--- config.mk ---
export PLATFORM = sky130hd
export DESIGN_NAME = usb_nrzi_stuff_tx
export DESIGN_NICKNAME = d
export VERILOG_FILES = /design/src/rtl/usb_nrzi_stuff_tx.sv
export SDC_FILE = /design/constraint.sdc
export NUM_CORES = 1
export LEC_CHECK = 0
export ABC_AREA = 1
export CORE_MARGIN = 4
export CORE_UTILIZATION = 63
export CTS_BUF_LIST = sky130_fd_sc_hd__clkbuf_8
export CTS_CLUSTER_DIAMETER = 50
export DETAILED_ROUTE_END_ITERATION = 12
export GPL_TIMING_DRIVEN = 0
export PLACE_DENSITY = 0.92
export SLEW_MARGIN = 20
export SYNTH_ARGS = -nofsm -noshare
export SYNTH_HDL_FRONTEND = slang
export SYNTH_SLANG_ARGS = --single-unit
--- constraint.sdc ---
create_clock -name clk -period 5.6 [get_ports clk]
set_input_delay 0.56 -clock clk [delete_from_list [all_inputs] [get_ports clk]]
set_output_delay 0.56 -clock clk [all_outputs]
set_load 0.01 [all_outputs]
--- src/rtl/usb_nrzi_stuff_tx.sv ---
// USB full-speed transmit line encoder: word serialiser with bit stuffing,
// NRZI encoding, J/K/SE0 pad drive and EOP generation.
module usb_nrzi_stuff_tx #(
    parameter int DATA_W       = 8,
    parameter int STUFF_LEN    = 6,
    parameter int EOP_SE0_BITS = 2
) (
    input  logic              clk,
    input  logic              rst,
    input  logic              bit_en,
    input  logic [DATA_W-1:0] in_data,
    input  logic              in_valid,
    input  logic              in_last,
    output logic              in_ready,
    output logic              tx_oe,
    output logic              tx_dp,
    output logic              tx_dm,
    output logic              tx_nrzi,
    output logic              busy,
    output logic              underrun
);

    localparam int IDX_W = (DATA_W > 1) ? $clog2(DATA_W) : 1;
    localparam int CNT_W = $clog2(STUFF_LEN + 1);
    localparam int EOP_W = $clog2(EOP_SE0_BITS + 1);

    typedef enum logic [2:0] {
        IDLE,
        SHIFT,
        STUFF,
        EOP_SE0,
        EOP_J
    } state_t;

    state_t            state;
    logic [DATA_W-1:0] shreg;
    logic [DATA_W-1:0] buf_data;
    logic              buf_full;
    logic              last_acc;
    logic              eow_pend;
    logic [IDX_W-1:0]  bit_idx;
    logic [CNT_W-1:0]  ones_cnt;
    logic [EOP_W-1:0]  eop_cnt;

    logic accept;
    logic cur_bit;
    logic word_end;
    logic stuff_due;
    logic load_first;
    logic eow;
    logic reload_buf;
    logic reload_in;
    logic load_buf;
    logic shift_en;
    logic data_lvl;

    function automatic logic nrzi_step(input logic level, input logic data_bit);
        return data_bit ? level : ~level;
    endfunction

    assign in_ready = !buf_full && (state == IDLE || state == SHIFT) && !last_acc;

    always_comb begin
        accept     = in_valid && in_ready;
        cur_bit    = shreg[0];
        word_end   = (bit_idx == IDX_W'(DATA_W - 1));
        stuff_due  = cur_bit && (ones_cnt == CNT_W'(STUFF_LEN - 1));
        load_first = (state == IDLE) && accept;
        data_lvl   = nrzi_step(tx_nrzi, cur_bit);
        eow        = 1'b0;
        if (bit_en) begin
            if (state == SHIFT)
                eow = word_end && !stuff_due;
            else if (state == STUFF)
                eow = eow_pend;
        end
        reload_buf = eow && buf_full;
        // A word arriving on the very edge the shifter runs dry goes straight in.
        reload_in  = eow && !buf_full && accept;
        load_buf   = accept && !load_first && !reload_in;
        shift_en   = (state == SHIFT) && bit_en && !word_end;
    end

    // Data registers carry no reset; buf_full and the FSM qualify their contents.
    always_ff @(posedge clk) begin
        if (load_first || reload_in)
            shreg <= in_data;
        else if (reload_buf)
            shreg <= buf_data;
        else if (shift_en)
            shreg <= shreg >> 1;
        if (load_buf)
            buf_data <= in_data;
    end

    always_ff @(posedge clk or posedge rst) begin
        if (rst) begin
            state    <= IDLE;
            buf_full <= 1'b0;
            last_acc <= 1'b0;
            eow_pend <= 1'b0;
            bit_idx  <= '0;
            ones_cnt <= '0;
            eop_cnt  <= '0;
            tx_oe    <= 1'b0;
            tx_dp    <= 1'b1;
            tx_dm    <= 1'b0;
            tx_nrzi  <= 1'b1;
            busy     <= 1'b0;
            underrun <= 1'b0;
        end else begin
            underrun <= 1'b0;
            if (accept && in_last)
                last_acc <= 1'b1;
            if (load_buf)
                buf_full <= 1'b1;
            else if (reload_buf)
                buf_full <= 1'b0;
            if (eow || load_first)
                bit_idx <= '0;
            else if (shift_en)
                bit_idx <= bit_idx + 1'b1;

            case (state)
                IDLE: begin
                    if (load_first) begin
                        state    <= SHIFT;
                        busy     <= 1'b1;
                        ones_cnt <= '0;
                        eow_pend <= 1'b0;
                    end
                end
                SHIFT: begin
                    if (bit_en) begin
                        tx_oe    <= 1'b1;
                        tx_nrzi  <= data_lvl;
                        tx_dp    <= data_lvl;
                        tx_dm    <= ~data_lvl;
                        ones_cnt <= cur_bit ? ones_cnt + 1'b1 : '0;
                        if (stuff_due) begin
                            state    <= STUFF;
                            eow_pend <= word_end;
                        end
                    end
                end
                STUFF: begin
                    if (bit_en) begin
                        tx_nrzi  <= ~tx_nrzi;
                        tx_dp    <= ~tx_nrzi;
                        tx_dm    <= tx_nrzi;
                        ones_cnt <= '0;
                        eow_pend <= 1'b0;
                        if (!eow_pend)
                            state <= SHIFT;
                    end
                end
                EOP_SE0: begin
                    if (bit_en) begin
                        tx_oe <= 1'b1;
                        tx_dp <= 1'b0;
                        tx_dm <= 1'b0;
                        if (eop_cnt == EOP_W'(EOP_SE0_BITS - 1)) begin
                            eop_cnt <= '0;
                            state   <= EOP_J;
                        end else begin
                            eop_cnt <= eop_cnt + 1'b1;
                        end
                    end
                end
                EOP_J: begin
                    // First strobe drives J, the second releases the bus.
                    if (bit_en) begin
                        if (eop_cnt == '0) begin
                            tx_oe   <= 1'b1;
                            tx_dp   <= 1'b1;
                            tx_dm   <= 1'b0;
                            tx_nrzi <= 1'b1;
                            eop_cnt <= 1;
                        end else begin
                            tx_oe    <= 1'b0;
                            eop_cnt  <= '0;
                            busy     <= 1'b0;
                            last_acc <= 1'b0;
                            ones_cnt <= '0;
                            state    <= IDLE;
                        end
                    end
                end
                default: state <= IDLE;
            endcase

            if (eow) begin
                if (reload_buf || reload_in) begin
                    state <= SHIFT;
                end else begin
                    state    <= EOP_SE0;
                    eop_cnt  <= '0;
                    underrun <= !last_acc;
                end
            end
        end
    end

endmodule

; Yosys cells after proc, flatten, opt, wreduce, memory -nomap -nowiden
; Index checks and enable logic that the tools add are counted.
[totals]
out_inout_bits = 7
reg_bits = 36
inputBits = 13
elab_cells = 153
[op_classes]
add_sub_neg = 3
reduce_logical = 43
bitwise_logic = 2
mux = 65
eq_ne = 25
[ops]
columns = operator, count
row1 = 3-bit two-way mux, 16
row2 = 1-bit two-way mux, 31
row3 = 3-bit != test (second input constant), 9
row4 = 8-bit two-way mux, 3
row5 = 2-bit != test (second input constant), 8
row6 = 3-bit one-hot mux with 5 select lines, 1
row7 = 1-bit logical AND, 14
row8 = 2-bit two-way mux, 6
row9 = 3-bit one-hot mux with 4 select lines, 1
row10 = 6-bit AND reduction, 2
row11 = 5-bit AND reduction, 2
row12 = 3-bit equality test (second input constant), 3
row13 = 9-bit AND reduction, 1
row14 = 3-bit nonzero test, 3
row15 = 1-bit one-hot mux with 4 select lines, 2
row16 = 2-bit nonzero test, 4
row17 = 4-bit nonzero test, 2
row18 = 3-bit by 1-bit adder with 3-bit output (second input constant), 2
row19 = 3-bit by 2-bit equality test with 1-bit output (second input constant), 2
row20 = 1-bit zero test, 6
row21 = 1-bit one-hot mux with 3 select lines, 2
row22 = 1-bit logical OR, 4
row23 = 1-bit one-hot mux with 2 select lines, 2
row24 = 2-bit one-hot mux with 2 select lines, 1
row25 = other kinds (10), 11

; Longest topological paths before layout
[logic_depth]
word_depth = 11
ltp_mapped = 11
mapped_depth_nobuf = 11

; Least setup slack after synthesis
; No wires, ideal clock.
[synth_timing]
path_kind = register -> register
start = register bit_idx[0]
end = register shreg[0], enable pin
path_stages_with_launch = 9
path_slack_ps = 3825
setup_time_ps = 328
t_required_ps = 5272
arrival_ps = 1447
synth_period_minus_slack_ps = 1775
path_buffers = 0
cell_sequence = dfrtp_1 -> ha_1 -> ha_1 -> nand2_1 -> nand2_2 -> nand3_4 -> nand2_2 -> nand2_4 -> nand3_1
[synth_via]
elab_chain_len = 8
elab_cells_between_ends = 11
cone_classes = 1 x eq/ne / 2 x mux / 8 x reduce/logical
[synth_rtl]
columns = element, line
row1 = start: declaration, 41  ; logic [IDX_W-1:0] bit_idx;
row2 = start signal: assignment, 122  ; bit_idx <= bit_idx + 1'b1;
row3 = 3-bit equality test (*), 66  ; word_end = (bit_idx == IDX_W'(DATA_W - 1));
row4 = 1-bit logical AND, 73  ; eow = word_end && !stuff_due;
row5 = 1-bit two-way mux, 72  ; if (state == SHIFT)
row6 = 1-bit two-way mux, 71  ; if (bit_en) begin
row7 = 1-bit logical AND (2 in series), 79  ; reload_in = eow && !buf_full && accept;
row8 = 1-bit logical OR, 86  ; if (load_first || reload_in)
row9 = 3-bit nonzero test (no line) (*), --
row10 = end signal: assignment, 87  ; shreg <= in_data;
row11 = end signal: assignment, 89  ; shreg <= buf_data;
row12 = end signal: assignment, 91  ; shreg <= shreg >> 1;
row13 = end: declaration, 36  ; logic [DATA_W-1:0] shreg;
; Mark *: on every way between the ends. The rest lies on a longest branch, timed or not.
; A chain may end at the register's enable or synchronous reset.

; Worst setup path in the final report
[layout_timing]
start = register state[1]
end = output in_ready
[layout_via]
elab_chain_len = 4
elab_cells_between_ends = 5
cone_classes = 1 x eq/ne / 4 x reduce/logical
[layout_rtl]
columns = element, line
row1 = start: declaration, 35  ; state_t state;
row2 = start signal: assignment, 98  ; state <= IDLE;
row3 = start signal: assignment, 127  ; state <= SHIFT;
row4 = start signal: assignment, 141  ; state <= STUFF;
row5 = 3-bit by 1-bit equality test with 1-bit output or 3-bit zero test (tied branches), 61  ; assign in_ready = !buf_full && (state == IDLE || state == SHIFT) && !last_acc;
row6 = 1-bit logical OR (*), 61
row7 = 1-bit logical AND (*) (2 in series), 61
row8 = end: declaration, 14  ; output logic in_ready,
; Marked as above.

==> results.txt <==
DR DRC count: 0
Sw frac: 39.2%
CTS tree: built
Layout Cells excl Fill: 295
Layout Nets: 280
Total CTS buffers: 5
Worst Tran Pin Value: 0.802 ns
Routed len/inst: 13.0 µm
Synthesized flop and latch total: 36
Power per Cell Area: 487 nW/µm²
Min Tclk post-route: 2.32 ns
Initial antenna violation count: 0
Final HPWL DP: 2810 µm
Syn nets: 255
Final Cycle Share: 41.4%
GR Overflow Total: 0
Row count: 19
Final WS setup: 3.28 ns
CP Class: reg -> out
Post-Syn Instances: 238
Placed cells: 287
Largest net degree at the start of global routing: 21
Sequential-to-total area share from yosys stat: 50.9%
Logic pwr share: 41.9%
CTS clk-pin slew, worst paths: 0.07 ns
GPL Wtd Cong: 0.874
IO Port Bufs: 18
CP endpoint kind: output port
Multiplexer share of the synthesized area: 1.04%
Drt initial violations: 108
Worst IR Drop VDD: 0.000417 V
Maxcap violations: 0
Die W: 63.4 µm
Commonest non-fill, non-tap cells in the layout: nand2_1 (74), inv_1 (35), nand3_1 (20), nor2_1 (19)
Ys Warns: 0
Setup TNS: 0 ns
Final setup violation count: 0
Die Footprint: 4020 µm²
Post_cts resized: 0
Crit path required time: 5.04 ns
Status: finished, final reports clean
Main combinational cell family by area after synthesis: simple AND/OR/NAND/NOR gates
CP Data Arrival Time: 1.76 ns
Clock share of power: 20.7%
Post-CTS Setup Repair Bufs: 0
Htree depth: 2
Global-route wire length before repair: 6620 µm
Syn Std Cell Area: 1930 µm²
Clk buf depth: 2
Worst Setup Start Kind: flop
Slew Limit Fails: 0
First-pass DRT Iterations: 4
Pleak: 1.14 nW
Post-synthesis simple-gate area fraction: 30.4%
Initial core utilization: 67.8%
Adder-cell share of the synthesized area: 2.59%
Core ar.: 2850 µm²
Post-route cell area: 2260 µm²
Vias: 1583
Max_slew headroom: 46.5%
DRT Wirelength: 3840 µm
Post-synthesis xor/xnor area fraction: 0.906%
Tightest Hold Check Type: reg -> reg
Dpl cell area: 2150 µm²
Clock Latency Late Sink: 0.30 ns
ANT cells: 0
Io pins: 20
FILL cells: 202
Hold slack final: 0.492 ns
Post-Syn Area per Cell: 8.12 µm²
Share of layout cells above drive strength 1: 11.0%
Post-route ant nets: 0
Crit-path max FO: 8
Achievable Freq: 432 MHz
Most common cell after layout, fill and taps aside: nand2_1
RSZ-0062 raised after global routing: no
Sequential share of power: 37.3%
TritonCTS Sinks: 36
Placement Setup Slack: 3.45 ns
Vias per std cell: 5.37
Die Y-Extent: 63.4 µm
Synth cell types: 28
Compound-cell area share of the yosys netlist: 5.44%
P&R area growth vs syn: 17.1%
Vias in the first global route: 1481
Hold Violations, Final: 0
CTS Root Cell: clkbuf_8
P_int: 670 µW
Post-CTS Hold Buffers: 0
GRT Overall Usage: 21.4%
Layout Skew: 0.00789 ns
NetSw: 432 µW
cell families (layout without fill, tap and decap cells):
kind of cell	count (synthesis)	in the layout
compound gates	21	21
xor+xnor	2	2
fa+ha+maj	4	4
buf+inv	42	68
flops	36	36
mux	2	2
simple gates	131	131
metrics by stage:
stage          util (%)  power [mW]
2_1_floorplan         -       0.753
3_5_place_dp       75.4       0.873
3_3_place_gp       75.4       0.852
4_1_cts            79.3        1.10
5_1_grt            79.3        1.19
6_report           79.3        1.10
synthesized netlist by cell type (all sizes together):
library cell | number | share of area [%]
nand2 | 79 | 16
inv | 39 | 7.7
nor2 | 25 | 6.1
nand3 | 22 | 6.6
dfrtp | 18 | 23
edfxtp | 16 | 25
o21ai | 15 | 3.9
a21oi | 6 | 1.6
ha | 4 | 2.6
nor3 | 3 | 0.78
buf | 2 | 0.84
dfstp | 2 | 2.7
mux2i | 2 | 1.0
clkbuf | 1 | 0.19
nand4 | 1 | 0.32
nor4 | 1 | 0.32
xnor2 | 1 | 0.45
xor2 | 1 | 0.45
final cells by class:
type / instances / area, µm² / area share [%]
flip-flops and latches: 36 / 983 / 43.4
multi-input cells: 160 / 781 / 34.5
repair buffers: 18 / 180 / 7.96
inverters: 39 / 149 / 6.58
clock buffers: 5 / 68.8 / 3.04
clock inverters: 3 / 42.5 / 1.88
well taps: 31 / 38.8 / 1.71
plain buffers: 3 / 20.0 / 0.884
power by group through the flow:
stage | registers, mW | logic, mW | clock network, mW
final | 0.412 | 0.462 | 0.229
after global routing | 0.421 | 0.527 | 0.240
after CTS | 0.412 | 0.461 | 0.231
after detailed placement | 0.416 | 0.457 | 0
after global placement | 0.412 | 0.440 | 0
after floorplan | 0.413 | 0.340 | 0
metal layers:
metal  GRT usage, %  share of wire [%]  vias to the layer above
met1           27.2                 45                      720
met3           3.91                5.6                        9
met2           34.6                 47                       50
li1               -                  -                      804
met5              0                  0                        -
met4           11.3                2.4                        0
sequential cells by signal, summed over array words and instances (netlist names):
register and count:
tx_nrzi 1, underrun 1, tx_oe 1, eop_cnt 2, tx_dm 1, ones_cnt 3
tx_dp 1, shreg 8, buf_full 1, bit_idx 3, eow_pend 1, busy 1
last_acc 1, buf_data 8, state 3
worst max-delay path, cell delays in order (launching register included):
cell             delay, ns
dfrtp_1               0.39
buf_6                 0.14
nor4_1                0.33
clkdlybuf4s50_1       0.60
path summary, 6_finish.rpt:
kind / startpoint / end / slack, ns / cells after the start
setup / recovery: state[1]$_DFFE_PP0P_ / in_ready / 3.28 / 3
hold / removal: tx_dp$_DFFE_PP1P_ / tx_dp$_DFFE_PP1P_ / 0.49 / 2
setup reg to reg: state[2]$_DFFE_PP0P_ / shreg[4]$_DFFE_PP_ / 3.55 / 5
hold reg to reg: tx_dp$_DFFE_PP1P_ / tx_dp$_DFFE_PP1P_ / 0.49 / 2
max in group asynchronous: rst / last_acc$_DFF_PP0_ / 4.39 / 2
min in group asynchronous: rst / bit_idx[2]$_DFFE_PP0P_ / 0.71 / 2
Power figures use the tool's default switching activity.
